File: src/rtl/tx_pause_ctrl.sv
// MAC TX pause-frame generator: watches RX FIFO fill, issues XOFF/XON/refresh
// pause frames and arbitrates them against the user TX stream at frame boundaries.
module tx_pause_ctrl #(
    parameter logic [15:0] QUANTA_DEFAULT = 16'hFFFF
) (
    input  logic        clk,
    input  logic        aresetn,
    input  logic        cfg_tx_pause_enable,
    input  logic [15:0] cfg_xoff_thresh,
    input  logic [15:0] cfg_xon_thresh,
    input  logic [15:0] cfg_pause_quanta,
    input  logic [15:0] cfg_refresh_interval,
    input  logic [47:0] cfg_src_mac,
    input  logic [15:0] rx_fifo_level,
    input  logic        rx_pause_active,
    input  logic [63:0] s_axis_tdata,
    input  logic [7:0]  s_axis_tkeep,
    input  logic        s_axis_tvalid,
    input  logic        s_axis_tlast,
    output logic        s_axis_tready,
    output logic [63:0] m_axis_tdata,
    output logic [7:0]  m_axis_tkeep,
    output logic        m_axis_tvalid,
    output logic        m_axis_tlast,
    input  logic        m_axis_tready,
    output logic        xoff_state,
    output logic [31:0] pause_frames_sent
);

    typedef enum logic [1:0] {
        ST_IDLE  = 2'd0,
        ST_USER  = 2'd1,
        ST_PAUSE = 2'd2
    } state_t;

    state_t      state_r;
    state_t      state_nxt_s;
    logic        pending_r;
    logic [15:0] pend_quanta_r;
    logic        xoff_r;
    logic [15:0] timer_r;
    logic [2:0]  beat_r;
    logic [15:0] quanta_r;
    logic [47:0] mac_r;
    logic [31:0] count_r;

    logic        xoff_req_s;
    logic        xon_req_s;
    logic        refresh_s;
    logic        start_pause_s;
    logic        beat_adv_s;
    logic        frame_done_s;

    // Beat n carries frame bytes 8n..8n+7, lowest byte in the low lane.
    function automatic logic [63:0] pause_beat(input logic [2:0]  beat,
                                               input logic [47:0] mac,
                                               input logic [15:0] quanta);
        logic [63:0] data;
        case (beat)
            3'd0:    data = {mac[39:32], mac[47:40], 8'h01, 8'h00, 8'h00, 8'hC2, 8'h80, 8'h01};
            3'd1:    data = {8'h01, 8'h00, 8'h08, 8'h88, mac[7:0], mac[15:8], mac[23:16], mac[31:24]};
            3'd2:    data = {48'h0, quanta[7:0], quanta[15:8]};
            default: data = 64'h0;
        endcase
        return data;
    endfunction

    assign xoff_state        = xoff_r;
    assign pause_frames_sent = count_r;

    // Request detection from FIFO level and refresh timer.
    always_comb begin
        xoff_req_s = 1'b0;
        xon_req_s  = 1'b0;
        refresh_s  = 1'b0;
        if (cfg_tx_pause_enable) begin
            xoff_req_s = !xoff_r && (rx_fifo_level >= cfg_xoff_thresh);
            xon_req_s  = xoff_r && (rx_fifo_level <= cfg_xon_thresh);
            refresh_s  = xoff_r && (cfg_refresh_interval != 16'd0) &&
                         (timer_r == (cfg_refresh_interval - 16'd1));
        end else begin
            xoff_req_s = 1'b0;
            xon_req_s  = 1'b0;
            refresh_s  = 1'b0;
        end
    end

    // Pending request, XOFF state and refresh timer; XON outranks refresh.
    always_ff @(posedge clk or negedge aresetn) begin
        if (!aresetn) begin
            pending_r     <= 1'b0;
            pend_quanta_r <= QUANTA_DEFAULT;
            xoff_r        <= 1'b0;
            timer_r       <= 16'd0;
        end else if (!cfg_tx_pause_enable) begin
            pending_r <= 1'b0;
            xoff_r    <= 1'b0;
            timer_r   <= 16'd0;
        end else if (xon_req_s) begin
            pending_r     <= 1'b1;
            pend_quanta_r <= 16'h0000;
            xoff_r        <= 1'b0;
            timer_r       <= 16'd0;
        end else if (xoff_req_s) begin
            pending_r     <= 1'b1;
            pend_quanta_r <= cfg_pause_quanta;
            xoff_r        <= 1'b1;
            timer_r       <= 16'd0;
        end else if (refresh_s) begin
            pending_r     <= 1'b1;
            pend_quanta_r <= cfg_pause_quanta;
            timer_r       <= 16'd0;
        end else begin
            if (start_pause_s) begin
                pending_r <= 1'b0;
            end
            if (xoff_r && (cfg_refresh_interval != 16'd0)) begin
                timer_r <= timer_r + 16'd1;
            end else begin
                timer_r <= 16'd0;
            end
        end
    end

    // Frame-boundary arbitration and output muxing.
    always_comb begin
        state_nxt_s   = state_r;
        start_pause_s = 1'b0;
        beat_adv_s    = 1'b0;
        frame_done_s  = 1'b0;
        m_axis_tdata  = 64'h0;
        m_axis_tkeep  = 8'h00;
        m_axis_tvalid = 1'b0;
        m_axis_tlast  = 1'b0;
        s_axis_tready = 1'b0;
        case (state_r)
            ST_IDLE: begin
                if (pending_r && cfg_tx_pause_enable) begin
                    state_nxt_s   = ST_PAUSE;
                    start_pause_s = 1'b1;
                end else if (s_axis_tvalid && !rx_pause_active) begin
                    state_nxt_s = ST_USER;
                end else begin
                    state_nxt_s = ST_IDLE;
                end
            end
            ST_USER: begin
                m_axis_tdata  = s_axis_tdata;
                m_axis_tkeep  = s_axis_tkeep;
                m_axis_tvalid = s_axis_tvalid;
                m_axis_tlast  = s_axis_tlast;
                s_axis_tready = m_axis_tready;
                if (s_axis_tvalid && m_axis_tready && s_axis_tlast) begin
                    state_nxt_s = ST_IDLE;
                end else begin
                    state_nxt_s = ST_USER;
                end
            end
            ST_PAUSE: begin
                m_axis_tvalid = 1'b1;
                m_axis_tdata  = pause_beat(beat_r, mac_r, quanta_r);
                m_axis_tkeep  = (beat_r == 3'd7) ? 8'h0F : 8'hFF;
                m_axis_tlast  = (beat_r == 3'd7);
                if (m_axis_tready) begin
                    beat_adv_s = 1'b1;
                    if (beat_r == 3'd7) begin
                        frame_done_s = 1'b1;
                        state_nxt_s  = ST_IDLE;
                    end else begin
                        state_nxt_s = ST_PAUSE;
                    end
                end else begin
                    state_nxt_s = ST_PAUSE;
                end
            end
            default: begin
                state_nxt_s = ST_IDLE;
            end
        endcase
    end

    // State, beat counter, frame snapshot and sent-frame counter.
    always_ff @(posedge clk or negedge aresetn) begin
        if (!aresetn) begin
            state_r  <= ST_IDLE;
            beat_r   <= 3'd0;
            quanta_r <= QUANTA_DEFAULT;
            mac_r    <= 48'h0;
            count_r  <= 32'd0;
        end else begin
            state_r <= state_nxt_s;
            if (start_pause_s) begin
                beat_r   <= 3'd0;
                quanta_r <= pend_quanta_r;
                mac_r    <= cfg_src_mac;
            end else if (beat_adv_s) begin
                beat_r <= beat_r + 3'd1;
            end else begin
                beat_r <= beat_r;
            end
            if (frame_done_s) begin
                count_r <= count_r + 32'd1;
            end else begin
                count_r <= count_r;
            end
        end
    end

endmodule

File: config.mk
export PLATFORM = sky130hd
export DESIGN_NAME = tx_pause_ctrl
export DESIGN_NICKNAME = d
export VERILOG_FILES = /design/src/rtl/tx_pause_ctrl.sv
export SDC_FILE = /design/constraint.sdc
export NUM_CORES = 1
export LEC_CHECK = 0
export ABC_AREA = 1
export BUFFER_PORTS_ARGS = -buffer_cell sky130_fd_sc_hd__buf_2
export CAP_MARGIN = 25
export CORE_UTILIZATION = 28
export CTS_CLUSTER_SIZE = 12
export DETAILED_ROUTE_END_ITERATION = 10
export MAX_ROUTING_LAYER = met4
export SLEW_MARGIN = 15
export SYNTH_ARGS = -nofsm -noshare
export SYNTH_HDL_FRONTEND = slang
export SYNTH_SLANG_ARGS = --single-unit
File: constraint.sdc
create_clock -name clk -period 2.6 [get_ports clk]
set_input_delay 0.52 -clock clk [delete_from_list [all_inputs] [get_ports clk]]
set_output_delay 0.52 -clock clk [all_outputs]
set_load 0.03 [all_outputs]
Yosys cells after proc, flatten, opt, wreduce, memory -nomap -nowiden
Cells that the tools add are included.
{"block": "op_classes", "n_addsub": 4, "n_lt_le_gt_ge": 2, "n_eq_ne": 8, "mux": 41, "reduce_logical": 16}
{"op": "case mux 64 bit (3 select lines)", "count": 1}
{"op": "2-to-1 mux 16 bit", "count": 8}
{"op": "case mux 64 bit (2 select lines)", "count": 1}
{"op": "adder 32 x 1 -> 32 bit (second input constant)", "count": 1}
{"op": "2-to-1 mux 1 bit", "count": 21}
{"op": "adder 16 x 1 -> 16 bit (second input constant)", "count": 1}
{"op": "equality test 16 bit", "count": 1}
{"op": "greater-or-equal comparator 16 bit", "count": 1}
{"op": "less-or-equal comparator 16 bit", "count": 1}
{"op": "case mux 8 bit (2 select lines)", "count": 1}
{"op": "nonzero test 16 bit", "count": 1}
{"op": "subtractor 16 x 1 -> 16 bit (second input constant)", "count": 1}
{"op": "logical AND 1 bit", "count": 8}
{"op": "2-to-1 mux 8 bit", "count": 1}
{"op": "2-to-1 mux 2 bit", "count": 3}
{"op": "2-to-1 mux 3 bit", "count": 2}
{"op": "case mux 2 bit (3 select lines)", "count": 1}
{"op": "inequality test 5 x 1 -> 1 bit (second input constant)", "count": 1}
{"op": "case mux 1 bit (2 select lines)", "count": 2}
{"op": "adder 3 x 1 -> 3 bit (second input constant)", "count": 1}
{"op": "equality test 3 x 1 -> 1 bit (second input constant)", "count": 1}
{"op": "equality test 3 x 2 -> 1 bit (second input constant)", "count": 1}
{"op": "equality test 3 bit (second input constant)", "count": 1}
{"op": "logical NOT 3 bit", "count": 1}
{"op": "8 further kinds", "count": 9}
{"block": "totals", "register_bits": 135, "input_bits": 207, "output_inout_bits": 108}

Logic depth before layout (Yosys ltp)
{"block": "depth", "ltp_word": 8, "ltp_mapped": 17, "mapped_depth_nobuf": 17}

Least setup slack after synthesis
OpenSTA, ideal clock, no wires.
{"block": "synth_timing", "kind": "flip-flop to output port", "from": "register state_r[0]", "to": "output m_axis_tdata[16]", "arrival_time_ps": 1913, "path_slack_ps": 167, "stages_incl_launch_ff": 8, "cell_sequence": "dfrtp_1 > inv_1 > ha_1 > inv_1 > nor2_1 > clkbuf_1 > nand2_1 > a21oi_1"}
{"block": "synth_via", "elab_chain_cells": 2}
{"element": "from (decl)", "line": "36", "source": "state_t state_r;"}
{"element": "from (signal assigned)", "line": "191", "source": "state_r <= state_nxt_s;"}
{"element": "equality test 2 bit or equality test 2 x 1 -> 1 bit (tied branches)", "line": "136", "source": "case (state_r)"}
{"element": "case mux 64 bit (2 select lines) *", "line": "136"}
{"element": "to (decl)", "line": "21", "source": "output logic [63:0] m_axis_tdata,"}
Mark *: on every way between the ends. The rest lies on a longest branch, timed or not.

Final worst setup path
{"block": "layout_timing", "from": "register beat_r[0]", "to": "output m_axis_tdata[14]"}
{"block": "layout_via", "elab_chain_cells": 3}
{"element": "from (decl)", "line": "42", "source": "logic [2:0] beat_r;"}
{"element": "from (signal assigned)", "line": "197", "source": "beat_r <= beat_r + 3'd1;"}
{"element": "from (signal assigned)", "line": "199", "source": "beat_r <= beat_r;"}
{"element": "equality test 3 x 2 -> 1 bit (tied with other cells)", "line": "59", "source": "case (beat)"}
{"element": "case mux 64 bit (3 select lines) *", "line": "59"}
{"element": "case mux 64 bit (2 select lines) *", "line": "136"}
Marks and branches as above.

==> impl_metrics.ini <==
[run_status]
status = finished with violations
violations = setup timing

[timing]
post-route-worst-setup-slack_ns = -0.102
tns_ns = -1.03
fin_worst_skew_ns = 0.0170
relSlewSlack = 0.603
min_period_over_period = 1.04
layout_min_cycle_time_ns = 2.70
setup_violations = 16
tightest_slew_ns = 0.590
timing.fmax_ghz = 0.370
slew_viol_final = 0
hold_ws_ns = 0.0323
rsz0062_at_grt = true
hold_viol_final = 0

[power_and_ir_drop]
peakVddDrop_v = 0.000514
p_leak_nw = 6.37
cellPowerDensity_mw_per_mm2 = 796

[synth]
synth_cells = 1208
syn-mean-instance-area_sq_um = 7.23
synth.top_cell.area_share = 0.295
synth_edf_count = 0
ys_ff_latch = 135
syn-num-nets = 1460
synth.distinct_cells = 43
synth_ff_type = dfrtp_1
synth_area_leaders = dfrtp_1 30%, nand2_1 19%, dfstp_2 9.6%
ys_async_sr_fraction = 1.00
synth_top_area_cell = dfrtp_1
syn-cell-area_sq_mm = 0.00873
synth_seq_area_share = 0.391
yosysWarnings = 0

[global_route]
antenna_found_initial = 6
grt_max_degree = 64
grt_pass1_vias = 8638
grt_pass1_wl_microns = 45200
grt_usage = 0.191
overflow = 0

[finish]
fin_area_sq_mm = 0.0119
area_growth_pct = 36.4
post_layout_nonfiller_instances = 1949
utilization = 0.388
drive_gt1_frac = 0.321
final_common_cell = nand2_1
mostFrequentLayoutCells = 434 x nand2_1, 267 x buf_2, 117 x inv_1
nets = 1787

[drt]
drcViolationCount = 0
vias_per_cell = 4.60
antenna_left = 0
first_iter_violations = 470
avgRoutedWirePerCell_microns = 15.4
via_count = 8956
drt-pass1-iter-count = 5
wirelength_microns = 30100

[placement]
dp_cells = 1897
dpl_cell_area_sq_mm = 0.0108
portBuffers = 314
dp_hpwl_microns = 23500
routabilityCongestion = 0.874

[worst_setup_path]
crit_chain = inv_4 -> ha_4 -> nand2_2 -> clkinvlp_4 -> buf_6 -> a22o_4 -> a22oi_2 -> nor2_1 -> buf_4
cp_max_fo = 8
startpoint_type = flip-flop
worst_r2r_path_depth = 10
crit_path_end_kind = primary output
slowest_delay_ns = 0.43
cp.arrival_ns = 2.18
path_class = flip-flop to primary output
crit_required_ns = 2.08
cpMaxStageDelayCell = dfrtp_2

[worst_hold_path]
hp-class = input port to asynchronous set/reset pin

[clock_network]
clkLatencyLatePin_ns = 0.43
root_buffer = clkbuf_16
clk_pin_slew_worst_paths_ns = 0.06
cts_tree = built
cts_sinks = 135
cts_made_buffers = 17
cts_htree_levels = 4
cts_hold_buf = 0
clk_path_buf_depth = 2

[die]
die_y_microns = 179
rows = 64
num_io_pins = 315
die-width_microns = 179
core-area_sq_mm = 0.0307
dieArea_sq_mm = 0.0319
start_util = 0.285

[flow_run]
maxCapViolations = 0
==> routing by layer <==
metal / track usage / wire length [microns]
met1: 0.218 / 12700
met2: 0.337 / 15400
met3: 0.0337 / 1460
met4: 0.0590 / 442
met5: - / 0
==> cell usage after synthesis, drive strengths merged (14+ instances only) <==
cell / number
nor3: 19
inv: 134
dfstp: 32
a22o: 14
a21oi: 51
nand3: 88
o21ai: 14
nand4: 22
xnor2: 17
a22oi: 16
nand2: 441
xor2: 24
dfrtp: 103
clkbuf: 34
nor2: 116
ha: 45
==> metrics by stage <==
step / setup slack, ns / power, W
floorplan: 0.167 / 0.00524
global placement: 0.165 / 0.00647
detailed placement: 0.141 / 0.00652
CTS: -0.0964 / 0.00940
global route: -0.179 / 0.0101
finish: -0.102 / 0.00948
==> path summary, 6_finish.rpt <==
check	from	end	slack, ns
setup / recovery	beat_r[0]	m_axis_tdata[14]	-0.10
hold / removal	aresetn	pause_frames_sent[29]	0.03
setup reg to reg	beat_r[0]	pause_frames_sent[30]	0.30
hold reg to reg	quanta_r[7]	quanta_r[7]	0.46
max in group asynchronous	aresetn	quanta_r[0]	1.80
min in group clk	cfg_src_mac[44]	mac_r[44]	0.29
==> cells by family (layout without fill, tap and decap cells) <==
| group | count (synthesis) | count (layout) | synth area share |
|---|---|---|---|
| and+or+nand+nor | 699 | 699 | 0.346 |
| buffers and inverters | 177 | 516 | 0.0784 |
| DFF | 135 | 135 | 0.391 |
| AOI/OAI and AO/OA | 111 | 111 | 0.0788 |
| adders and majority gates | 45 | 45 | 0.0645 |
| xor gates and xnor gates | 41 | 41 | 0.0411 |
| other | 0 | 6 | 0 |
==> state kept, by name, summed over array words and instances, names as in the netlist <==
name	flops
timer_r	16
pause_frames_sent	32
quanta_r	16
pending_r	1
state_r	2
beat_r	3
xoff_state	1
mac_r	48
pend_quanta_r	16
==> layout make-up <==
type / count / area [sq um]
inverters: 135 / 519
diodes: 6 / 15.0
clock buffers: 18 / 429
flip-flops and latches: 135 / 3420
well taps: 396 / 495
repair buffers: 350 / 2050
fillers: 3237 / 18800
clock inverters: 13 / 173
multi-input cells: 896 / 4810
==> where the power goes <==
part	internal, W	switching [W]	leakage (nW)	total [W]
combinational	0.00137	0.00244	4.42	0.00381
sequential	0.00280	0.000363	1.66	0.00316
clock	0.00152	0.000996	0.285	0.00252
total	0.00568	0.00380	6.37	0.00948
==> worst max-delay path: cells and delay by family (launching register included) <==
kind                       cells  cell delay (ns)
AOI/OAI and AO/OA              2             0.39
adders and majority gates      1             0.15
buffers and inverters          4             0.63
DFF                            1             0.43
and+or+nand+nor                2             0.14
==> repair_timing <==
| item | 4_1_cts | 5_1_grt |
|---|---|---|
| pin swaps | 25 | 24 |
| setup endpoints to repair | 47 | 68 |
| resized for setup | 66 | 58 |
| setup buffers | 9 | 2 |
| endpoints found under the hold margin | 0 | 0 |
| gates cloned | 4 | 0 |
Note: power is estimated with default switching activity, not from simulation.
